$ cat src/rtl/fetch_stage_pkg.sv
// Shared constants and state encoding for the RV32I instruction-fetch stage.
package fetch_stage_pkg;

   localparam int          XLEN_DEF = 32;
   localparam logic [31:0] NOP_INST = 32'h0000_0013;   // addi x0, x0, 0

   typedef enum logic [1:0] {
      ST_REQ  = 2'd0,   // nothing outstanding
      ST_WAIT = 2'd1,   // awaiting the response to our own request
      ST_DROP = 2'd2    // awaiting a stale response that must be thrown away
   } fetch_state_e;

endpackage

$ cat src/rtl/fetch_stage_if.sv
// Instruction-memory request/response bus between the fetch stage and imem.
interface fetch_stage_if #(
   parameter int XLEN = 32
) ();

   logic            imem_req;
   logic [XLEN-1:0] imem_addr;
   logic            imem_gnt;
   logic            imem_rvalid;
   logic [31:0]     imem_rdata;

   modport master (
      output imem_req,
      output imem_addr,
      input  imem_gnt,
      input  imem_rvalid,
      input  imem_rdata
   );

   modport slave (
      input  imem_req,
      input  imem_addr,
      output imem_gnt,
      output imem_rvalid,
      output imem_rdata
   );

endinterface

$ cat src/rtl/fetch_stage_ifid_reg.sv
// IF/ID pipeline register: loads a fetched instruction, holds, or inserts a bubble.
module fetch_stage_ifid_reg
   import fetch_stage_pkg::*;
#(
   parameter int XLEN = XLEN_DEF
) (
   input  logic            clk,
   input  logic            rst_n,
   input  logic            load_i,
   input  logic            bubble_i,
   input  logic [XLEN-1:0] pc_i,
   input  logic [31:0]     inst_i,
   output logic            valid_o,
   output logic [XLEN-1:0] pc_o,
   output logic [XLEN-1:0] pc_plus4_o,
   output logic [31:0]     inst_o
);

   logic            valid_q;
   logic [XLEN-1:0] pc_q;
   logic [XLEN-1:0] pc_plus4_q;
   logic [31:0]     inst_q;

   // A bubble only clears valid and the instruction; the PC fields keep their
   // last value since nothing downstream looks at them while valid is low.
   always_ff @(posedge clk) begin
      if (!rst_n) begin
         valid_q    <= 1'b0;
         pc_q       <= '0;
         pc_plus4_q <= XLEN'(4);
         inst_q     <= NOP_INST;
      end else if (bubble_i) begin
         valid_q    <= 1'b0;
         inst_q     <= NOP_INST;
      end else if (load_i) begin
         valid_q    <= 1'b1;
         pc_q       <= pc_i;
         pc_plus4_q <= pc_i + XLEN'(4);
         inst_q     <= inst_i;
      end
   end

   assign valid_o    = valid_q;
   assign pc_o       = pc_q;
   assign pc_plus4_o = pc_plus4_q;
   assign inst_o     = inst_q;

endmodule

$ cat src/rtl/fetch_stage.sv
// IF stage: owns the PC, keeps one imem request in flight, buffers a response
// that lands while IF/ID is stalled, and obeys kill/redirect from later stages.
module fetch_stage
   import fetch_stage_pkg::*;
#(
   parameter int              XLEN     = XLEN_DEF,
   parameter logic [XLEN-1:0] RESET_PC = '0
) (
   input  logic              clk,
   input  logic              rst_n,
   input  logic              pc_write,
   input  logic              ifid_write,
   input  logic              if_kill,
   input  logic              redirect_valid,
   input  logic [XLEN-1:0]   redirect_pc,
   fetch_stage_if.master     imem,
   output logic              ifid_valid,
   output logic [XLEN-1:0]   ifid_pc,
   output logic [XLEN-1:0]   ifid_pc_plus4,
   output logic [31:0]       ifid_inst
);

   fetch_state_e    state_q, state_d;
   logic [XLEN-1:0] pc_q, pc_d;
   logic [XLEN-1:0] req_pc_q, req_pc_d;
   logic            hold_valid_q, hold_valid_d;
   logic [XLEN-1:0] hold_pc_q, hold_pc_d;
   logic [31:0]     hold_inst_q, hold_inst_d;

   logic            req_now;
   logic            grant;
   logic            resp;
   logic            have_deliv;
   logic [XLEN-1:0] deliv_pc;
   logic [31:0]     deliv_inst;
   logic [XLEN-1:0] redirect_tgt;
   logic            ifid_load;
   logic            ifid_bubble;

   // A full hold buffer blocks new requests, so hold and a live response never coexist.
   assign req_now        = rst_n && (state_q == ST_REQ) && pc_write
                           && !hold_valid_q && !redirect_valid;
   assign imem.imem_req  = req_now;
   assign imem.imem_addr = pc_q;

   assign grant        = req_now && imem.imem_gnt;
   assign resp         = (state_q == ST_WAIT) && imem.imem_rvalid;
   assign have_deliv   = hold_valid_q || resp;
   assign deliv_pc     = hold_valid_q ? hold_pc_q   : req_pc_q;
   assign deliv_inst   = hold_valid_q ? hold_inst_q : imem.imem_rdata;
   assign redirect_tgt = redirect_pc & ~XLEN'(3);

   always_comb begin
      state_d      = state_q;
      pc_d         = pc_q;
      req_pc_d     = req_pc_q;
      hold_valid_d = hold_valid_q;
      hold_pc_d    = hold_pc_q;
      hold_inst_d  = hold_inst_q;
      ifid_load    = 1'b0;
      ifid_bubble  = 1'b0;

      if (redirect_valid) begin
         pc_d         = redirect_tgt;
         hold_valid_d = 1'b0;
         ifid_bubble  = 1'b1;
         // An outstanding request becomes stale; if its data lands now it is simply dropped.
         if (state_q != ST_REQ) begin
            state_d = imem.imem_rvalid ? ST_REQ : ST_DROP;
         end
      end else if (if_kill && (have_deliv || (state_q == ST_WAIT))) begin
         // Rewind to the killed instruction so it is fetched again.
         pc_d         = deliv_pc;
         hold_valid_d = 1'b0;
         ifid_bubble  = ifid_write;
         if (state_q == ST_WAIT) begin
            state_d = resp ? ST_REQ : ST_DROP;
         end
      end else begin
         unique case (state_q)
            ST_REQ: begin
               if (grant) begin
                  req_pc_d = pc_q;
                  pc_d     = pc_q + XLEN'(4);
                  state_d  = ST_WAIT;
               end
            end
            ST_WAIT, ST_DROP: begin
               if (imem.imem_rvalid) begin
                  state_d = ST_REQ;
               end
            end
            default: state_d = ST_REQ;
         endcase

         if (ifid_write) begin
            hold_valid_d = 1'b0;
            ifid_load    = have_deliv;
            ifid_bubble  = !have_deliv;
         end else if (resp) begin
            hold_valid_d = 1'b1;
            hold_pc_d    = req_pc_q;
            hold_inst_d  = imem.imem_rdata;
         end
      end
   end

   always_ff @(posedge clk) begin
      if (!rst_n) begin
         state_q      <= ST_REQ;
         pc_q         <= RESET_PC;
         req_pc_q     <= '0;
         hold_valid_q <= 1'b0;
         hold_pc_q    <= '0;
         hold_inst_q  <= NOP_INST;
      end else begin
         state_q      <= state_d;
         pc_q         <= pc_d;
         req_pc_q     <= req_pc_d;
         hold_valid_q <= hold_valid_d;
         hold_pc_q    <= hold_pc_d;
         hold_inst_q  <= hold_inst_d;
      end
   end

   fetch_stage_ifid_reg #(
      .XLEN (XLEN)
   ) u_ifid_reg (
      .clk        (clk),
      .rst_n      (rst_n),
      .load_i     (ifid_load),
      .bubble_i   (ifid_bubble),
      .pc_i       (deliv_pc),
      .inst_i     (deliv_inst),
      .valid_o    (ifid_valid),
      .pc_o       (ifid_pc),
      .pc_plus4_o (ifid_pc_plus4),
      .inst_o     (ifid_inst)
   );

endmodule

$ cat src/flat_wrapper.sv
// flat-port wrapper written by rule: the top's interface ports become plain ports
module fetch_stage_flat import fetch_stage_pkg::*;
#(
   parameter int              XLEN     = XLEN_DEF,
   parameter logic [XLEN-1:0] RESET_PC = '0
)
  (clk, rst_n, pc_write, ifid_write, if_kill, redirect_valid, redirect_pc, ifid_valid, ifid_pc, ifid_pc_plus4, ifid_inst, imem_imem_req, imem_imem_addr, imem_imem_gnt, imem_imem_rvalid, imem_imem_rdata);
  fetch_stage_if #(.XLEN(XLEN)) imem_i ();
  input  logic clk;
  input  logic rst_n;
  input  logic pc_write;
  input  logic ifid_write;
  input  logic if_kill;
  input  logic redirect_valid;
  input  logic [XLEN-1:0] redirect_pc;
  output logic ifid_valid;
  output logic [XLEN-1:0] ifid_pc;
  output logic [XLEN-1:0] ifid_pc_plus4;
  output logic [31:0] ifid_inst;
  output wire logic [$bits(imem_i.imem_req)-1:0] imem_imem_req;
  output wire logic [$bits(imem_i.imem_addr)-1:0] imem_imem_addr;
  input wire logic [$bits(imem_i.imem_gnt)-1:0] imem_imem_gnt;
  input wire logic [$bits(imem_i.imem_rvalid)-1:0] imem_imem_rvalid;
  input wire logic [$bits(imem_i.imem_rdata)-1:0] imem_imem_rdata;
  assign imem_imem_req = imem_i.imem_req;
  assign imem_imem_addr = imem_i.imem_addr;
  assign imem_i.imem_gnt = imem_imem_gnt;
  assign imem_i.imem_rvalid = imem_imem_rvalid;
  assign imem_i.imem_rdata = imem_imem_rdata;
  fetch_stage #(.XLEN(XLEN), .RESET_PC(RESET_PC)) u_core (.clk(clk), .rst_n(rst_n), .pc_write(pc_write), .ifid_write(ifid_write), .if_kill(if_kill), .redirect_valid(redirect_valid), .redirect_pc(redirect_pc), .imem(imem_i), .ifid_valid(ifid_valid), .ifid_pc(ifid_pc), .ifid_pc_plus4(ifid_pc_plus4), .ifid_inst(ifid_inst));
endmodule
$ cat config.mk
export PLATFORM = sky130hd
export DESIGN_NAME = fetch_stage_flat
export DESIGN_NICKNAME = d
export VERILOG_FILES = /design/src/rtl/fetch_stage_pkg.sv /design/src/rtl/fetch_stage_if.sv /design/src/rtl/fetch_stage_ifid_reg.sv /design/src/rtl/fetch_stage.sv /design/src/flat_wrapper.sv
export SDC_FILE = /design/constraint.sdc
export NUM_CORES = 1
export LEC_CHECK = 0
export ABC_AREA = 1
export BUFFER_PORTS_ARGS = -buffer_cell sky130_fd_sc_hd__buf_2
export CAP_MARGIN = 20
export CORE_MARGIN = 2
export CORE_UTILIZATION = 50
export CTS_CLUSTER_SIZE = 40
export DETAILED_ROUTE_END_ITERATION = 8
export GPL_TIMING_DRIVEN = 0
export PLACE_DENSITY = 0.8
export SLEW_MARGIN = 25
export SYNTH_ARGS = -nofsm -noshare
export SYNTH_HDL_FRONTEND = slang
export SYNTH_HIERARCHICAL = 1
export SYNTH_SLANG_ARGS = --single-unit
$ cat constraint.sdc
create_clock -name clk -period 2.3 [get_ports clk]
set_input_delay 0.345 -clock clk [delete_from_list [all_inputs] [get_ports clk]]
set_output_delay 0.345 -clock clk [all_outputs]
set_load 0.01 [all_outputs]
==> results of run 1 <==
==> cell usage after synthesis, types with 2 or more instances <==
cell / number / area (um^2)
xor2_1: 4 / 35.03
buf_2: 24 / 120.1
a21oi_1: 201 / 1006
o21ai_1: 7 / 35.03
nor4_1: 2 / 12.51
nand2_4: 3 / 33.78
a31oi_1: 3 / 18.77
o211ai_1: 4 / 30.03
dfxtp_1: 226 / 4524
nor2_2: 6 / 37.54
nor2_1: 175 / 656.9
nor2_8: 3 / 60.06
nand4_1: 2 / 12.51
inv_1: 182 / 683.2
inv_2: 9 / 33.78
buf_1: 7 / 26.28
nand2_2: 3 / 18.77
ha_1: 4 / 50.05
buf_6: 8 / 90.09
a211oi_1: 11 / 82.58
and2_1: 3 / 18.77
nor3_1: 3 / 15.01
buf_4: 10 / 75.07
xnor2_1: 2 / 17.52
nor2_4: 4 / 45.04
o21ai_0: 222 / 1111
nand3_1: 90 / 450.4
nand3b_1: 2 / 15.01
clkbuf_1: 48 / 180.2
nand2_1: 389 / 1460
==> cells by family (layout without fill, tap and decap cells) <==
logic type      after synthesis  in the layout  synth area share [%]
other cells                   0              4                     0
simple gates                687            687                 25.93
xor+xnor                      6              6                0.4776
flops                       226            226                 41.12
compound gates              451            451                 21.04
fa+ha+maj                     4              4                0.4549
buf+inv                     288            531                 10.98
==> power groups by stage <==
stage / sequential [mW] / clock [mW] / combinational, mW
2_1_floorplan: 4.23 / 0 / 0.587
3_3_place_gp: 4.23 / 0 / 0.949
3_5_place_dp: 4.24 / 0 / 0.967
4_1_cts: 4.15 / 4.05 / 0.976
5_1_grt: 4.17 / 4.21 / 1.12
6_report: 4.16 / 4.00 / 1.01
==> worst max-delay path, cell delays in order (launching register included) <==
cell and delay (ns):
dfxtp_1 0.30, buf_4 0.18, inv_4 0.13, buf_6 0.18, nand2_1 0.08, o21ai_2 0.13, ha_2 0.26, nand2_1 0.10
nor2_4 0.16, nand2_1 0.10, nor2_2 0.21, nand2_1 0.08, nand2_1 0.06, nand3_1 0.06, nand2_1 0.06, inv_1 0.03
==> how the worst max path moves through the flow <==
stage / from / endpoint / slack, ns / depth (start not counted)
6_report: u_core/hold_valid_q / u_core/u_ifid_reg/pc_plus4_o[24] / 0.08 / 15
3_3_place_gp: redirect_valid / u_core/u_ifid_reg/pc_o[3] / -0.60 / 10
4_1_cts: u_core/hold_valid_q / u_core/u_ifid_reg/pc_plus4_o[24] / -0.02 / 15
3_5_place_dp: redirect_valid / u_core/u_ifid_reg/pc_o[3] / -0.65 / 10
2_1_floorplan: u_core/hold_valid_q / u_core/u_ifid_reg/pc_plus4_o[22] / 0.22 / 14
5_1_grt: u_core/hold_valid_q / u_core/u_ifid_reg/pc_plus4_o[21] / -0.02 / 14
==> repair_timing <==
action / 4_1_cts / 5_1_grt
setup buffers: 0 / 2
setup endpoints to repair: 61 / 66
pin swaps: 1 / 0
resized for setup: 15 / 26
==> per-layer routing <==
| metal | track usage [%] | vias up |
|---|---|---|
| li1 | - | 5817 |
| met1 | 40.04 | 5476 |
| met2 | 47.70 | 567 |
| met3 | 4.522 | 93 |
| met4 | 12.59 | 0 |
| met5 | 0 | - |
==> placed cells by master (no fill, tap or decap), drive strengths merged <==
cell	Yosys	final
nand3	91	91
clkinvlp	0	2
or2	1	1
nand3b	2	2
a31oi	3	3
nand4	2	2
o211ai	4	4
o21ai	230	230
nand2	395	395
nor3	3	3
ha	4	4
clkbuf	48	85
bufinv	0	2
a211oi	11	11
o21bai	1	1
clkinv	0	4
inv	191	191
xor2	4	4
nor2	188	188
buf	49	247
a21o	1	1
and2	3	3
diode	0	4
dfxtp	226	226
a21oi	201	201
nor4	2	2
xnor2	2	2
==> cell type report <==
type                       count  area share (%)
timing repair buffer         200           7.579
clock inverter                 8          0.7447
sequential                   226           34.09
tap                          280           2.640
multi-input combinational   1148           40.17
inverter                     191           5.420
antenna                        4         0.07541
buffer                        96           3.884
clock buffer                  36           5.402
==> registers in the layout, summed over array words and instances, names as in the netlist, named ones only <==
signal                        count
u_core/u_ifid_reg/inst_o         32
u_core/imem.imem_addr            30
u_core/u_ifid_reg/valid_o         1
u_core/u_ifid_reg/pc_plus4_o     30
u_core/hold_pc_q                 32
u_core/state_q                    2
u_core/hold_inst_q               32
u_core/u_ifid_reg/pc_o           32
u_core/hold_valid_q               1
u_core/req_pc_q                  32
==> stage by stage <==
step | utilization (%) | instance area [um^2] | instances
2_1_floorplan | - | 11000 | 1662
3_3_place_gp | 56.92 | 12340 | 2140
3_5_place_dp | 56.92 | 12340 | 2140
4_1_cts | 60.78 | 13180 | 2183
5_1_grt | 61.19 | 13270 | 2188
6_report | 61.20 | 13270 | 2189
==> results_dict.tcl, run 1 <==
set metrics [dict create \
    ys_ff_latch 226 \
    syn2layout_area_growth_pct 20.63 \
    ys_seq_area_share_pct 41.12 \
    drc 0 \
    core-area_um2 21690 \
    start_util_pct 50.73 \
    wl_mm 36.43 \
    max-cap-violations 0 \
    final_hold_viol_count 0 \
    worst_pin_slew_ns 0.7487 \
    place_hpwl_mm 27.15 \
    std_cell_rows 54 \
    netlist_instances 1662 \
    dr_wl_met2_mm 16.55 \
    reg2reg_to "u_core/u_ifid_reg/pc_plus4_o[24]" \
    met1_length_mm 14.83 \
    track_usage_pct 29.72 \
    grt_max_degree 14 \
    synthArstFlopShare_pct 0 \
    finalWorstSetupSlack_ns 0.08427 \
    reg2reg_slack_ns 0.08 \
    hold_buffers 0 \
    multi_input_area_um2 5331 \
    finalSetupTns_ns 0 \
    antenna_found_initial 3 \
    intPower_mw 6.751 \
    portBuffers 198 \
    highest-signal-layer "met4" \
    status "completed" \
    via_per_inst 5.460 \
    fin_skew_ns 0.01479 \
    min_to "u_core/hold_valid_q" \
    vias 11950 \
    ys.flop_type "dfxtp_1" \
    grt-ovfl-total 0 \
    hold_depth 2 \
    cts_tree "done" \
    syn-num-nets 1738 \
    ir_drop_v 0.0004219 \
    grt_pass1_wl_mm 56.11 \
    area.sequential_um2 4524 \
    seqPwrFrac_pct 45.3 \
    die_x_um 152.3 \
    clk_pin_slew_ns 0.06 \
    period_share_pct 96.34 \
    timing.rr.start "u_core/hold_valid_q" \
    die-area_um2 23210 \
    drv_slew 0 \
    critPathKind "flop to flop" \
    hp-class "input port to flop" \
    finalSetupViolations 0 \
    fill_cells 2041 \
    power.total_mw 9.175 \
    drt.antenna.violating_nets 0 \
    dpl_worst_slack_ns -0.6467 \
    cts_made_buffers 25 \
    leakagePower_nw 5.937 \
    synth_cell_types 35 \
    p_per_area_nw_per_um2 691.2 \
    synth_edf_count 0 \
    routabilityCongestion 0.9426 \
    r2r_cells 15 \
    crit_path_max_fanout 10 \
    cts_sinks 226 \
    die_h_um 152.3 \
    cts_root_buffer "clkbuf_16" \
    wire_per_inst_um 16.64 \
    first_global_vias 10680 \
    holdWs_ns 0.01080 \
    met3_length_mm 3.610 \
    drive_gt1_share_pct 17.43 \
    crit_path_end_kind "flop" \
    h-tree-depth 1 \
    netSwitchingFraction_pct 26.41 \
    clockBufferDepth 3 \
    firstDrtPassIters 5 \
    ioPinCount 202 \
    worstHoldStart "ifid_write" \
    drt-initial-drc-count 1180 \
    clockPowerShare_pct 43.6 \
    syn-mean-instance-area_um2 6.620 \
    arrival_ns 2.64 \
    yosysWarnings 6 \
    fin_crit_ns 2.216 \
    max_freq_mhz 451.3 \
    relSlewSlack_pct 50.08 \
    power_frac_comb_pct 11.0 \
    clk_latency_ns 0.53 \
    fin_nets 1964 \
    critPathLaunchType "flop" \
    required_ns 2.72 \
    synthesis.area_um2 11000 \
    switchingPower_mw 2.423 \
]
No activity file was read; power rests on OpenSTA's default activity.
==> inputs of run 2 (changes only) <==
- HOLD_SLACK_MARGIN: default -> 0.12
==> results_dict.tcl, run 2 (synthesized netlist as in run 1, its figures left out) <==
set metrics [dict create \
    status "completed" \
    ir_drop_v 0.0005037 \
    highest-signal-layer "met4" \
    fin_skew_ns 0.01263 \
    drc 0 \
    max-cap-violations 0 \
    worstHoldStart "imem_imem_rdata[24]" \
    hold_depth 3 \
    arrival_ns 2.65 \
    timing.rr.start "u_core/hold_valid_q" \
    clockBufferDepth 3 \
    final_area_um2 13520 \
    hp-class "input port to flop" \
    place_hpwl_mm 27.15 \
    die_x_um 152.3 \
    wl_mm 36.78 \
    critPathKind "flop to flop" \
    power_frac_comb_pct 11.4 \
    multi_input_area_um2 5321 \
    clockPowerShare_pct 43.5 \
    mostFrequentLayoutCell "nand2_1" \
    area.sequential_um2 4524 \
    grt_pass1_wl_mm 56.58 \
    cts_root_buffer "clkbuf_16" \
    cts_tree "done" \
    start_util_pct 50.73 \
    layout_common_cells "388 x nand2_1, 226 x dfxtp_1, 220 x buf_2" \
    clk_pin_slew_ns 0.06 \
    required_ns 2.72 \
    drv_slew 0 \
    met3_length_mm 3.397 \
    h-tree-depth 1 \
    syn2layout_area_growth_pct 22.86 \
    r2r_cells 15 \
    switchingPower_mw 2.430 \
    min_to "u_core/hold_inst_q[24]" \
    routabilityCongestion 0.9426 \
    drive_gt1_share_pct 17.19 \
    std_cell_rows 54 \
    cts_sinks 226 \
    die_h_um 152.3 \
    worst_pin_slew_ns 0.7930 \
    crit_path_end_kind "flop" \
    core-area_um2 21690 \
    grt_max_degree 14 \
    wire_per_inst_um 16.61 \
    dr_wl_met2_mm 16.50 \
    die-area_um2 23210 \
    crit_path_max_fanout 10 \
    via_per_inst 5.448 \
    max_freq_mhz 449.4 \
    reg2reg_to "u_core/u_ifid_reg/pc_plus4_o[24]" \
    seqPwrFrac_pct 45.1 \
    intPower_mw 6.778 \
    cts_made_buffers 25 \
    relSlewSlack_pct 47.13 \
    power.total_mw 9.208 \
    critPathLaunchType "flop" \
    postPlaceCellArea_um2 12340 \
    ioPinCount 202 \
    period_share_pct 96.75 \
    firstDrtPassIters 5 \
    met1_length_mm 15.18 \
    grt-ovfl-total 0 \
    fin_nets 1990 \
    leakagePower_nw 6.046 \
    first_global_vias 10830 \
    reg2reg_slack_ns 0.07 \
    drt.antenna.violating_nets 0 \
    portBuffers 198 \
    drt-initial-drc-count 1127 \
    fill_cells 2012 \
    clk_latency_ns 0.53 \
    track_usage_pct 29.93 \
    fin_crit_ns 2.225 \
    finalSetupViolations 0 \
    netSwitchingFraction_pct 26.39 \
    antenna_found_initial 2 \
    post-route-util_pct 62.33 \
    p_per_area_nw_per_um2 681.2 \
    final_hold_viol_count 0 \
    vias 12060 \
]
run 2: cell count changes in the layout (fill, tap and decap cells not counted), sizes merged:
cell	previous run	this run
dlygate4sd3	0	26
buf	247	249
clkbuf	85	83
diode	4	3
run 2: power by group through the flow:
stage                     combinational, mW  clock (mW)  sequential (mW)
after floorplan                       0.587           0             4.23
after global placement                0.949           0             4.23
after detailed placement              0.967           0             4.24
after CTS                              1.01        4.05             4.15
after global routing                   1.15        4.20             4.17
final                                  1.05        4.00             4.16
run 2: repair_timing:
item | CTS | global route
resized for setup | 15 | 26
hold buffers | 26 | 0
setup endpoints to repair | 61 | 66
pin swaps | 1 | 0
endpoints found under the hold margin | 26 | 0
buffers inserted | 0 | 2
run 2: critical path: stages (launching register included):
cell and delay [ns]:
dfxtp_1 0.30, buf_4 0.18, inv_4 0.14, buf_6 0.18
nand2_1 0.08, o21ai_2 0.13, ha_2 0.26, nand2_1 0.09
nor2_4 0.16, nand2_1 0.10, nor2_2 0.21, nand2_1 0.08
nand2_1 0.06, nand3_1 0.06, nand2_1 0.06, inv_1 0.03
run 2: cell type report:
type	count	area share, %
Antenna cell	3	0.05553
Clock buffer	36	5.304
Timing Repair Buffer	226	9.367
Clock inverter	8	0.7312
Inverter	191	5.322
Multi-Input combinational cell	1148	39.36
Tap cell	280	2.592
Buffer	96	3.795
Sequential cell	226	33.47
run 2: metal layers:
metal	global-route usage [%]	vias up
met5	0	-
met1	40.20	5520
met3	4.636	117
li1	-	5848
met2	47.75	576
met4	13.48	0
run 2: through the flow:
| stage | setup WS (ns) | hold WS [ns] | cells | TNS [ns] |
|---|---|---|---|---|
| after CTS | -0.01736 | 0.1209 | 2209 | -0.01736 |
| after detailed placement | -0.6467 | 0.4392 | 2140 | -49.82 |
| final | 0.07474 | 0.1202 | 2214 | 0 |
| after global placement | -0.6040 | 0.4323 | 2140 | -45.36 |
| after global routing | -0.002572 | 0.1331 | 2213 | -0.003259 |
| after floorplan | 0.2207 | 0.4219 | 1662 | 0 |
run 2: worst max path at each step:
stage	start	to	slack [ns]	depth (start not counted)
after CTS	u_core/hold_valid_q	u_core/u_ifid_reg/pc_plus4_o[24]	-0.02	15
after detailed placement	redirect_valid	u_core/u_ifid_reg/pc_o[3]	-0.65	10
after global routing	u_core/hold_valid_q	u_core/u_ifid_reg/pc_plus4_o[24]	-0.003	15
after floorplan	u_core/hold_valid_q	u_core/u_ifid_reg/pc_plus4_o[22]	0.22	14
final	u_core/hold_valid_q	u_core/u_ifid_reg/pc_plus4_o[24]	0.07	15
after global placement	redirect_valid	u_core/u_ifid_reg/pc_o[3]	-0.60	10
==> inputs of run 3 (changes only) <==
- SYNTH_HIERARCHICAL: 1 -> default
==> results_dict.tcl, run 3 <==
set metrics [dict create \
    r2r_cells 10 \
    worst_pin_slew_ns 0.6675 \
    period_share_pct 96.15 \
    cp_num_buf_inv 4 \
    clk_latency_ns 0.53 \
    netSwitchingFraction_pct 29.28 \
    critPathKind "flop to flop" \
    final_hold_viol_count 0 \
    syn-mean-instance-area_um2 7.100 \
    die_h_um 150.5 \
    first_global_vias 10920 \
    ys_seq_area_share_pct 42.14 \
    fill_cells 1869 \
    grt_max_degree 14 \
    max_stage_delay_ns 0.31 \
    cts_root_buffer "clkbuf_16" \
    via_per_inst 5.707 \
    cts_made_buffers 24 \
    ys_ff_latch 226 \
    wl_mm 37.12 \
    postPlaceCellArea_um2 12070 \
    synth_top_area_share_pct 42.14 \
    drive_gt1_share_pct 19.83 \
    cpMaxStageDelayCell "dfxtp_1" \
    synth_edf_count 0 \
    finalWorstSetupSlack_ns 0.08853 \
    crit_chain "inv_1 -> ha_1 -> o21ai_4 -> nand2_4 -> inv_4 -> nand3_4 -> buf_2 -> buf_2 -> o21ai_1 -> nor2_1" \
    crit_path_max_fanout 10 \
    synthTopCellsByCount "293 x nand2_1, 248 x nor2_1, 226 x dfxtp_1, 183 x o21ai_0, 106 x inv_1" \
    cts_sinks 226 \
    place_inst 1984 \
    core-area_um2 21020 \
    crit_path_end_kind "flop" \
    fin_crit_ns 2.211 \
    max_freq_mhz 452.2 \
    switchingPower_mw 2.876 \
    cts_tree "done" \
    start_util_pct 51.07 \
    critPathLaunchType "flop" \
    synth_cell_types 43 \
    layout_common_cells "293 x nand2_1, 247 x nor2_1, 226 x dfxtp_1" \
    gr-usage-met3_pct 5.606 \
    ys.flop_type "dfxtp_1" \
    fin_skew_ns 0.01173 \
    ir_drop_v 0.0003899 \
    seqPwrFrac_pct 45.1 \
    hold_depth 3 \
    final_area_um2 13190 \
    p_per_area_nw_per_um2 744.6 \
    track_usage_pct 31.94 \
    drc 0 \
    yosys.area.top_type "dfxtp_1" \
    syn-num-nets 1588 \
    portBuffers 197 \
    drt.antenna.violating_nets 0 \
    fin_nets 1845 \
    finalSetupViolations 0 \
    power.total_mw 9.823 \
    finalSetupTns_ns 0 \
    clk_pin_slew_ns 0.07 \
    leakagePower_nw 5.919 \
    intPower_mw 6.946 \
    antenna_cells 0 \
    h-tree-depth 1 \
    grt-busiest-layer "met2" \
    ioPinCount 202 \
    die-area_um2 22660 \
    yosys-top-cells-area "dfxtp_1 42%, nand2_1 10%, nor2_1 8.7%" \
    post-route-util_pct 62.75 \
    synthArstFlopShare_pct 0 \
    grt-ovfl-total 0 \
    required_ns 2.71 \
    grt_pass1_wl_mm 56.72 \
    arrival_ns 2.62 \
    mostFrequentLayoutCell "nand2_1" \
    grt_use_met2_pct 51.27 \
    clockPowerShare_pct 38.7 \
    yosysWarnings 0 \
    status "completed" \
    routabilityCongestion 0.9967 \
    drt-initial-drc-count 1372 \
    antenna_found_initial 0 \
    grt_use_met1_pct 41.42 \
    synth.most_common_cell "nand2_1" \
    cp_top_family "buffers and inverters" \
    netlist_instances 1512 \
    dpl_worst_slack_ns 0.01742 \
    crit_top_cell "buf_2" \
    synthesis.area_um2 10740 \
    max-cap-violations 0 \
    power_frac_comb_pct 16.2 \
    clockBufferDepth 3 \
    hp-class "input port to flop" \
    holdWs_ns 0.1208 \
    firstDrtPassIters 8 \
    layoutNonFillerInstCount 2060 \
    die_x_um 150.5 \
    drv_slew 0 \
    wire_per_inst_um 18.02 \
    vias 11760 \
    place_hpwl_mm 27.05 \
    relSlewSlack_pct 55.03 \
    std_cell_rows 53 \
    syn2layout_area_growth_pct 22.88 \
    worstSetupPathDepth 10 \
]
run 3: cell types whose count changed in the layout (fill, tap and decap cells not counted), sizes merged, moves of 8 or more:
cell    change
a221oi     +16
a22oi       +8
a31oi      +32
nand2      -67
a21oi     -124
xor2       +26
nor3       +25
o21ai      -40
nand3      -48
nor2       +75
nand4      +14
inv        -74
buf         -8
run 3: worst reg2reg max path, stage by stage (launching register included):
cell,delay [ns]
dfxtp_1,0.31
inv_1,0.06
ha_1,0.23
o21ai_4,0.22
nand2_4,0.12
inv_4,0.15
nand3_4,0.17
buf_2,0.26
buf_2,0.24
o21ai_1,0.26
nor2_1,0.07
run 3: worst paths after layout:
check / startpoint / endpoint / slack [ns]
max: u_core.state_q[1] / u_core.u_ifid_reg.pc_o[3] / 0.09
min reg2reg: u_core.hold_pc_q[23] / u_core.hold_pc_q[23] / 0.46
min: redirect_pc[3] / u_core.imem.imem_addr[3] / 0.12
max reg2reg: u_core.state_q[1] / u_core.u_ifid_reg.pc_o[3] / 0.09
run 3: layer usage:
metal  vias to the layer above  share of wire, %
met1                      5425                39
li1                       5497                 -
met4                         0               4.5
met5                         -                 0
met2                       694                45
met3                       140                11
run 3: what timing repair did:
action                     CTS  global route
setup endpoints to repair    0            50
gates resized for setup      0            15
buffers inserted             0             4
hold buffers                30             0
hold endpoints to repair    58             0
run 3: logic make-up after synthesis:
group | count (synthesis) | synth area share (%)
and+or+nand+nor | 682 | 27.17
buffers and inverters | 209 | 8.683
xor gates and xnor gates | 30 | 2.448
adders and majority gates | 4 | 0.4662
DFF | 226 | 42.14
AOI/OAI and AO/OA | 361 | 19.09
run 3: area by class of cell:
type / count / area (um^2) / area share, %
plain buffers: 92 / 493.0 / 3.737
clock buffers: 37 / 699.4 / 5.302
clock inverters: 5 / 66.31 / 0.5027
inverters: 117 / 451.7 / 3.424
multi-input cells: 1077 / 5296 / 40.15
flip-flops and latches: 226 / 4524 / 34.30
well taps: 275 / 344.1 / 2.608
repair buffers: 231 / 1316 / 9.978
run 3: power groups by stage:
stage / clock network [mW] / registers (mW) / logic, mW
2_1_floorplan: 0 / 4.51 / 0.873
3_3_place_gp: 0 / 4.49 / 1.46
3_5_place_dp: 0 / 4.50 / 1.49
4_1_cts: 3.79 / 4.42 / 1.54
5_1_grt: 3.97 / 4.45 / 1.74
6_report: 3.80 / 4.43 / 1.59
